===== src/rtl/ascon_permutation_iter.sv =====
// Iterative Ascon permutation: one full round (pC, pS, pL) per clock over a
// 320-bit state, with start/done handshake for p12, p8 and p6.

module ascon_constant_add (
   input  logic [4:0][63:0] state_i,
   input  logic [3:0]       round_i,
   output logic [4:0][63:0] state_o
);
   logic [7:0] round_const;

   assign round_const = {4'hF - round_i, round_i};

   // NOTE: every signal written in always_comb gets a default first, so no path leaves it unassigned (no latch).
   always_comb begin
      state_o          = state_i;
      state_o[2][7:0]  = state_i[2][7:0] ^ round_const;
   end
endmodule

module ascon_substitution (
   input  logic [4:0][63:0] state_i,
   output logic [4:0][63:0] state_o
);
   logic [63:0] a0, a1, a2, a3, a4;
   logic [63:0] t0, t1, t2, t3, t4;
   logic [63:0] b0, b1, b2, b3, b4;

   // Bit-sliced form of the 5-bit S-box; each bit column is one S-box instance.
   assign a0 = state_i[0] ^ state_i[4];
   assign a1 = state_i[1];
   assign a2 = state_i[2] ^ state_i[1];
   assign a3 = state_i[3];
   assign a4 = state_i[4] ^ state_i[3];

   assign t0 = ~a0 & a1;
   assign t1 = ~a1 & a2;
   assign t2 = ~a2 & a3;
   assign t3 = ~a3 & a4;
   assign t4 = ~a4 & a0;

   assign b0 = a0 ^ t1;
   assign b1 = a1 ^ t2;
   assign b2 = a2 ^ t3;
   assign b3 = a3 ^ t4;
   assign b4 = a4 ^ t0;

   assign state_o[0] = b0 ^ b4;
   assign state_o[1] = b1 ^ b0;
   assign state_o[2] = ~b2;
   assign state_o[3] = b3 ^ b2;
   assign state_o[4] = b4;
endmodule

module ascon_diffusion (
   input  logic [4:0][63:0] state_i,
   output logic [4:0][63:0] state_o
);
   logic [63:0] x0, x1, x2, x3, x4;

   assign x0 = state_i[0];
   assign x1 = state_i[1];
   assign x2 = state_i[2];
   assign x3 = state_i[3];
   assign x4 = state_i[4];

   // Rotate right by n is {x[n-1:0], x[63:n]}.
   assign state_o[0] = x0 ^ {x0[18:0], x0[63:19]} ^ {x0[27:0], x0[63:28]};
   assign state_o[1] = x1 ^ {x1[60:0], x1[63:61]} ^ {x1[38:0], x1[63:39]};
   assign state_o[2] = x2 ^ {x2[0],    x2[63:1]}  ^ {x2[5:0],  x2[63:6]};
   assign state_o[3] = x3 ^ {x3[9:0],  x3[63:10]} ^ {x3[16:0], x3[63:17]};
   assign state_o[4] = x4 ^ {x4[6:0],  x4[63:7]}  ^ {x4[40:0], x4[63:41]};
endmodule

module ascon_permutation_iter #(
   parameter int NB_ROUND_MAX = 12
) (
   input  logic             clock_i,
   input  logic             reset_i,
   input  logic             start_i,
   input  logic [1:0]       mode_i,
   input  logic [4:0][63:0] state_i,
   output logic [4:0][63:0] state_o,
   output logic [3:0]       round_o,
   output logic             busy_o,
   output logic             done_o
);
   localparam logic [0:0] IDLE = 1'b0;
   localparam logic [0:0] RUN  = 1'b1;

   localparam logic [3:0] LAST_ROUND  = 4'(NB_ROUND_MAX - 1);
   localparam logic [3:0] START_P12   = 4'(NB_ROUND_MAX - 12);
   localparam logic [3:0] START_P8    = 4'(NB_ROUND_MAX - 8);
   localparam logic [3:0] START_P6    = 4'(NB_ROUND_MAX - 6);

   logic [0:0]       fsm_q;
   logic [4:0][63:0] state_q;
   logic [3:0]       round_q;
   logic             busy_q;
   logic             done_q;

   logic [4:0][63:0] after_const;
   logic [4:0][63:0] after_sbox;
   logic [4:0][63:0] after_linear;
   logic [3:0]       start_round;

   ascon_constant_add u_constant_add (
      .state_i (state_q),
      .round_i (round_q),
      .state_o (after_const)
   );

   ascon_substitution u_substitution (
      .state_i (after_const),
      .state_o (after_sbox)
   );

   ascon_diffusion u_diffusion (
      .state_i (after_sbox),
      .state_o (after_linear)
   );

   // Reserved mode 2'b11 runs the full permutation like p12.
   always_comb begin
      start_round = START_P12;
      case (mode_i)
         2'b01:   start_round = START_P8;
         2'b10:   start_round = START_P6;
         default: start_round = START_P12;
      endcase
   end

   // NOTE: sequential state uses non-blocking assignments so every register samples pre-edge values.
   always_ff @(posedge clock_i) begin
      if (reset_i) begin
         fsm_q   <= IDLE;
         // NOTE: the wide state register is reset deliberately: state_o must read zero after reset.
         state_q <= '0;
         round_q <= '0;
         busy_q  <= 1'b0;
         done_q  <= 1'b0;
      end else begin
         done_q <= 1'b0;
         case (fsm_q)
            IDLE: begin
               if (start_i) begin
                  state_q <= state_i;
                  round_q <= start_round;
                  busy_q  <= 1'b1;
                  fsm_q   <= RUN;
               end
            end
            RUN: begin
               state_q <= after_linear;
               if (round_q == LAST_ROUND) begin
                  round_q <= '0;
                  busy_q  <= 1'b0;
                  done_q  <= 1'b1;
                  fsm_q   <= IDLE;
               end else begin
                  round_q <= round_q + 4'd1;
               end
            end
            default: fsm_q <= IDLE;
         endcase
      end
   end

   assign state_o = state_q;
   assign round_o = round_q;
   assign busy_o  = busy_q;
   assign done_o  = done_q;
endmodule


===== config.mk =====
export PLATFORM = sky130hd
export DESIGN_NAME = ascon_permutation_iter
export DESIGN_NICKNAME = d
export VERILOG_FILES = /design/src/rtl/ascon_permutation_iter.sv
export SDC_FILE = /design/constraint.sdc
export NUM_CORES = 1
export LEC_CHECK = 0
export CORE_AREA = 3 3 253 255
export CTS_CLUSTER_DIAMETER = 150
export DETAILED_ROUTE_END_ITERATION = 16
export DIE_AREA = 0 0 256 258
export PLACE_DENSITY = 0.78
export SLEW_MARGIN = 30
export SYNTH_ARGS = -nofsm -noshare
export SYNTH_HDL_FRONTEND = slang
export SYNTH_SLANG_ARGS = --single-unit

===== constraint.sdc =====
create_clock -name clock_i -period 5.3 [get_ports clock_i]
set_clock_uncertainty 0.05 [all_clocks]
set_input_delay 0.53 -clock clock_i [delete_from_list [all_inputs] [get_ports clock_i]]
set_output_delay 0.53 -clock clock_i [all_outputs]
set_load 0.005 [all_outputs]

==> summary by stage, run 1 <==
Synthesis
Yosys printed 0 warnings. The post-synthesis cell type count is 33. The synthesized netlist devotes 7.32% of its cell area to simple gates. The area of the mapped netlist is 0.0284 mm^2. The synthesized netlist devotes 7.72% of its cell area to adder and majority cells. The gate count after technology mapping is 3,434. The multiplexer share of the synthesized area is 5.73%. The complex-gate fraction of the synthesized area is 16.6%.

The number of storage elements in the synthesis netlist is 327. The net count after synthesis is 3,889. The prevailing post-synth register cell is dfxtp_1. The largest family of logic cells by synthesized area is XOR/XNOR gates. The xor and xnor fraction of the mapped netlist area is 34.0%.

The mean instance size in the synthesized netlist is 8.28 um^2. Yosys mapped a number of flops with a built-in enable equal to 0. The share of flip-flops with an asynchronous set or reset is 0%. The part of the Yosys area used for sequential elements is 23.0%.

Layout
The number of cells in the finished layout apart from fillers is 4,875. The number of nets in the layout is 4,463. Leaving out fill and tap cells, the most frequent cell in the layout is xnor2_1. Measured on the finished design, the core utilization comes to 60.4%. The synthesis-to-finish area growth is 31.3%. The finished cells cover 0.0373 mm^2.

The post-route netlist has 4.71% of its cells at a drive strength greater than 1. In the final layout, flip-flops and latches occupy 0.00655 mm^2. Summing all multi-input logic gate instances after layout gives 0.0205 mm^2. The number of filler instances in the final layout is 5,552. In the layout the commonest cells are 860 x xnor2_1, 648 x clkdlybuf4s50_1, 335 x nand2_1, 326 x dfxtp_1, 297 x o21ai_0.

Timing
The count of final max-slew check failures came to 0. Setup violations remaining at the end of the flow were counted as 0. Setup repair after global routing left no endpoint under its margin. The final count of hold timing violations is 0. The final cycle utilization of the critical path is 63.3%.

The worst-margin pin slew is 1190 ps. Summed over all failing endpoints, the final setup total negative slack is 0 ps. The time the final worst path needs with I/O delays and setup is 3350 ps.

The remaining max-slew budget at the tightest pin is 20.2%. The achievable clock frequency is 298 MHz.

Detailed routing
The average wire per standard cell is 30.7 um. The total length of routed wires is 150,000 um. After detailed routing, the number of remaining DRC violations is 0. The number of antenna-violating nets in the routed design is 0. The routed layout has 28,800 vias. The sum of met3 wire segment lengths after detailed routing is 16,100 um. The detailed router put a total of 57,700 um of wire on met1.

In the detailed route, the total length drawn on met2 is 66,000 um. The number of DRC violations after detailed-routing iteration 0 is 3,771. The highest metal layer carrying signal wires in the routed design is met5.

The number of vias per cell is 5.90. The detailed-routing iteration count for the pre-antenna-repair pass is 6.

CTS
The number of sinks driven by the clock tree is 327. Clock-pin slew was measured on the worst setup and hold paths at 60 ps. Buffers inserted to repair hold after CTS numbered 0. After clock tree synthesis, the setup repair step added 0 buffers. The H-tree was split into 2 levels. The clock latency of the later-clocked register in the worst-skew pair is 580 ps. Clock tree synthesis inserted a total of 41 buffers. The number of buffers on the longest clock path is 3. The post-CTS resize count is 0. The clock root buffer is clkbuf_16. TritonCTS built the clock tree.

Worst hold path
The end of the worst hold path is busy_o. The hold-critical path depth is 2. The worst hold path belongs to the class in2reg.

In this run the most critical hold path is launched from reset_i.

Floorplan
Measured along the x axis, the die boundary spans 256 um. The floorplan step defined a die boundary enclosing 0.0660 mm^2. The core region is 0.0618 mm^2.

The starting density of the core is 46.0%. The row count is 91. The number of primary I/O pins is 651.

The floorplan die height is 258 um.

Setup path
In this run the worst path has a maximum fanout of 5. The worst-case register-to-register setup slack is 1950 ps. The critical path start-end classification is reg2reg. The type of element launching the critical path is a flip-flop. The startpoint of the most critical register-to-register path is state_o[115].

The nature of the critical path endpoint is a flip-flop. The worst endpoint data arrival time is 3730 ps. The count of cells along the worst register-to-register path is 7. At the worst endpoint, the required time is 5680 ps. The capture instance of the worst register-to-register path is state_o[233].

GRT
The initial antenna violation count is 5. The largest net degree at the start of global routing is 181. The global-route wire length before repair is 207,000 um. The number of global-route vias before repair was 27,300. The final global-route overflow total is 0.

For this run, the total global-route usage over all layers was measured as 43.6%.

Job
Across the run, the number of max-cap violations was 0.

Placement
The half-perimeter wire length after detailed placement is 122,000 um. At the end of routability-driven placement, the weighted congestion stood at 1.08. During placement, the flow inserted port buffers numbering 650. Once placement finished, the instance area stood at 0.0360 mm^2. The total instance count after detailed placement is 4,802.

Outcome
The run finished with clean final reports.
-- worst max path at each step --
stage / startpoint / to / cells past startpoint
finish: state_o[115] / state_o[233] / 7
global placement: state_o[103] / state_o[103] / 7
global route: state_o[115] / state_o[233] / 7
CTS: round_o[2] / state_o[194] / 7
detailed placement: reset_i / state_o[58] / 5
floorplan: round_o[3] / state_o[195] / 8
-- layer usage --
layer	vias up	global-route usage, %
met5	-	0
met4	4	23.8
met3	398	9.68
met2	1938	68.3
met1	13800	55.7
li1	12600	-
-- worst max-delay path: stages (launching register included) --
cell	delay, ps
dfxtp_1	480
inv_1	100
ha_1	320
xnor2_1	320
xnor2_1	980
xnor2_1	370
xnor2_1	450
a21oi_1	130
-- cells by family (layout without fill, tap and decap cells) --
group | count (synthesis) | after routing
xor+xnor | 1092 | 1092
compound gates | 760 | 760
simple gates | 490 | 490
buf+inv | 417 | 1020
flops | 327 | 327
fa+ha+maj | 187 | 187
mux | 161 | 161
other cells | 0 | 1
-- synthesized netlist by cell type (67+ instances only) --
master	count	area [um^2]
a211oi_1	233	1750
a21oi_1	162	811
clkbuf_1	154	578
dfxtp_1	327	6550
ha_1	130	1630
inv_1	243	912
mux2i_1	147	1470
nand2_1	335	1260
nor2b_1	67	419
o21ai_0	297	1490
xnor2_1	882	7720
xor2_1	194	1700
-- through the flow --
stage / hold WS [ps] / setup slack (ps)
after detailed placement: 447 / 2180
after CTS: 353 / 2160
after global routing: 384 / 1990
final: 385 / 1950
after global placement: 449 / 2050
after floorplan: 440 / 3200
-- cell type report --
type                            instances  area share [%]
Multi-Input combinational cell       2690            54.9
Timing Repair Buffer                  705            18.8
Sequential cell                       327            17.5
Clock buffer                           61            3.24
Tap cell                              837            2.80
Inverter                              243            2.46
Clock inverter                         11           0.228
Antenna cell                            1         0.00670
-- registers in the layout, summed over array words and instances, names as in the netlist --
| register | cells |
|---|---|
| done_o | 1 |
| fsm_q | 1 |
| round_o | 4 |
| busy_o | 1 |
| state_o | 320 |
Power of run 1 is not shown: default switching activity piles up to over one toggle a cycle in this logic, so the estimate is an artifact.
==> run 2, diff against run 1 <==
- clock period: 5.3 -> 3.5 ns (I/O delays scaled with it)
==> run 2 against run 1 <==
Against the previous run: via count rose by 2.2%; critical path depth unchanged; cell area is 3.9% higher; critical path type unchanged; critical endpoint is now state_o[249]; highest routed layer unchanged.
==> summary by stage, run 2 (same netlist as run 1, synthesis figures left out) <==
Setup path
The worst setup path is launched from a flip-flop. The library cell contributing the largest single delay on the critical path is xnor2_1. The critical path start-end classification is reg2reg. The worst endpoint data arrival time is 3640 ps (-90 ps). The critical-path maximum fanout is 7 (+2). The nature of the critical path endpoint is a flip-flop. The biggest cell delay along the critical path is 740 ps (-240 ps). The buffers plus inverters on the worst setup path is 0 (-1). The cell that appears most often on the critical path is xnor2_1. Broken down by cell family, the worst path's largest delay share belongs to XOR/XNOR gates. The required time reported for the critical path endpoint came to 3880 ps (-1800 ps). Walking the worst path, the cells encountered are xor2_1, ha_1, xnor2_1, xnor2_1, xnor2_1, xnor2_1, a21oi_1.

Layout
From synthesis to final layout, the design area changed by 36.3%. Leaving out fill and tap cells, the most frequent cell in the layout is xnor2_1. The flip-flop count of the largest register after layout was 320 (unchanged). Leaving out fill and tap cells, the most frequent cells in the layout are 876 x xnor2_1, 648 x clkdlybuf4s50_1, 335 x nand2_1, 326 x dfxtp_1, 297 x o21ai_0.

The ratio of cells with drive above 1 in the final layout is 8.50% (+3.8 points). The number of filler instances in the final layout came to 5,379 (-3.1%). The number of nets in the layout came to 4,650 (+4.2%).

CTS
The clock transition at the registers of the reported paths is 60 ps (about the same). The post-CTS resize count is 0 (unchanged). The clock root buffer is clkbuf_16. The number of sinks driven by the clock tree came to 327 (unchanged). The CTS tree is yes.

The depth of the CTS H-tree was 2 (unchanged). The buffers inserted during post-CTS setup optimization is 0 (unchanged). The number of hold-repair buffers added at the cts stage came to 0 (unchanged).

The clock latency of the later-clocked register in the worst-skew pair is 590 ps (about the same). The number of buffers on the longest clock path is 3 (unchanged). The clock buffer count from CTS is 43 (+4.9%).

Floorplan
The starting density of the core is 46.0% (unchanged). The floorplan die height came to 258 um (unchanged). The overall die width is 256 um (unchanged). The row count was 91 (unchanged). The number of primary I/O pins is 651 (unchanged). The area enclosed by the die boundary is 0.0660 mm^2 (unchanged).

The floorplan core area is 0.0618 mm^2 (unchanged).

GRT
The initial antenna violation count is 5 (unchanged). The number of global-route vias before repair is 28,300 (+3.6%). The final global-route overflow total is 0 (unchanged). The global-route usage over all layers is 44.0% (+0.46 points). The global-route wire length before repair is 210,000 um (+1.3%). The largest net degree at the start of global routing is 148 (-18%).

Timing
The worst-margin pin slew is 1180 ps (-8.71 ps). The achievable clock frequency was 306 MHz (+2.7%). The time the final worst path needs with I/O delays and setup came to 3270 ps (-88.1 ps). The remaining max-slew budget at the tightest pin is 20.8% (+0.58 points). The total setup violations reported at the end of the flow was 0 (unchanged).

Setup repair after global routing left no endpoint under its margin. The final cycle utilization of the critical path was 93.3% (+30 points). The count of final max-slew check failures was 0 (unchanged).

The final count of hold timing violations is 0 (unchanged). The final-layout setup total negative slack was 0 ps (unchanged). The worst-case hold slack is 365 ps (-19.3 ps).

Detailed routing
The via count of the routed design is 29,400 (+2.2%). The average wire per standard cell is 30.0 um (-2.4%). The number of DRC violations after detailed-routing iteration 0 is 3,662 (-2.9%). The total length of routed wires came to 152,000 um (+1.4%). The number of vias per cell is 5.81 (-1.6%). The number of antenna-violating nets in the routed design was 0 (unchanged). The detailed-routing iteration count for the pre-antenna-repair pass was 6 (unchanged). The DRC violations left came to 0 (unchanged).

Placement
The half-perimeter wire length after detailed placement is 124,000 um (+1.3%). The weighted congestion at the end of routability-driven global placement came to 1.09 (+1.1%). The number of buffer cells added on primary ports was 650 (unchanged).

Job
The reported max-cap violation count was 0 (unchanged).

Worst hold path
The class of the tightest hold or removal check is in2reg.

Outcome
The flow ran to the end, and the final reports show no timing, DRC or antenna violations.
==> run 2: layout make-up <==
cell class,instances,area (um^2),area share (%)
Multi-Input combinational cell,2690,20400,52.5
Timing Repair Buffer,890,8450,21.8
Sequential cell,327,6550,16.9
Clock buffer,60,1240,3.20
Tap cell,837,1050,2.70
Inverter,243,916,2.36
Clock inverter,13,198,0.510
Antenna cell,3,7.51,0.0194
==> run 2: worst register-to-register path: stages, from the launching register on <==
cell,delay (ps)
dfxtp_1,520
xor2_1,390
ha_1,320
xnor2_1,740
xnor2_1,420
xnor2_1,410
xnor2_1,180
a21oi_1,90
==> run 2: per-stage QoR <==
stage	util, %	cell area [um^2]	cells	worst slack [ps]
CTS	62.7	38800	5060	228
finish	62.7	38800	5063	234
global route	62.7	38800	5060	198
floorplan	-	28400	3434	1400
global placement	60.3	37300	4987	102
detailed placement	60.4	37300	4987	243
==> run 2: path summary, 6_finish.rpt <==
kind | start | end | slack (ps) | cells past startpoint
worst min register to register | busy_o | busy_o | 470 | 2
worst max register to register | round_o[3] | state_o[249] | 230 | 7
worst max-delay path | round_o[3] | state_o[249] | 230 | 7
worst min-delay path | reset_i | state_o[154] | 370 | 3
==> run 2: metal layers <==
metal	share of wire (%)	GRT usage (%)	wire (um)	vias to the layer above
li1	-	-	-	13000
met1	38	55.6	57900	14000
met2	44	68.7	66500	1977
met3	11	9.64	16500	440
met4	7.3	26.8	11000	4
met5	0.018	0	28	-
Power of run 2 is left out for the same reason.
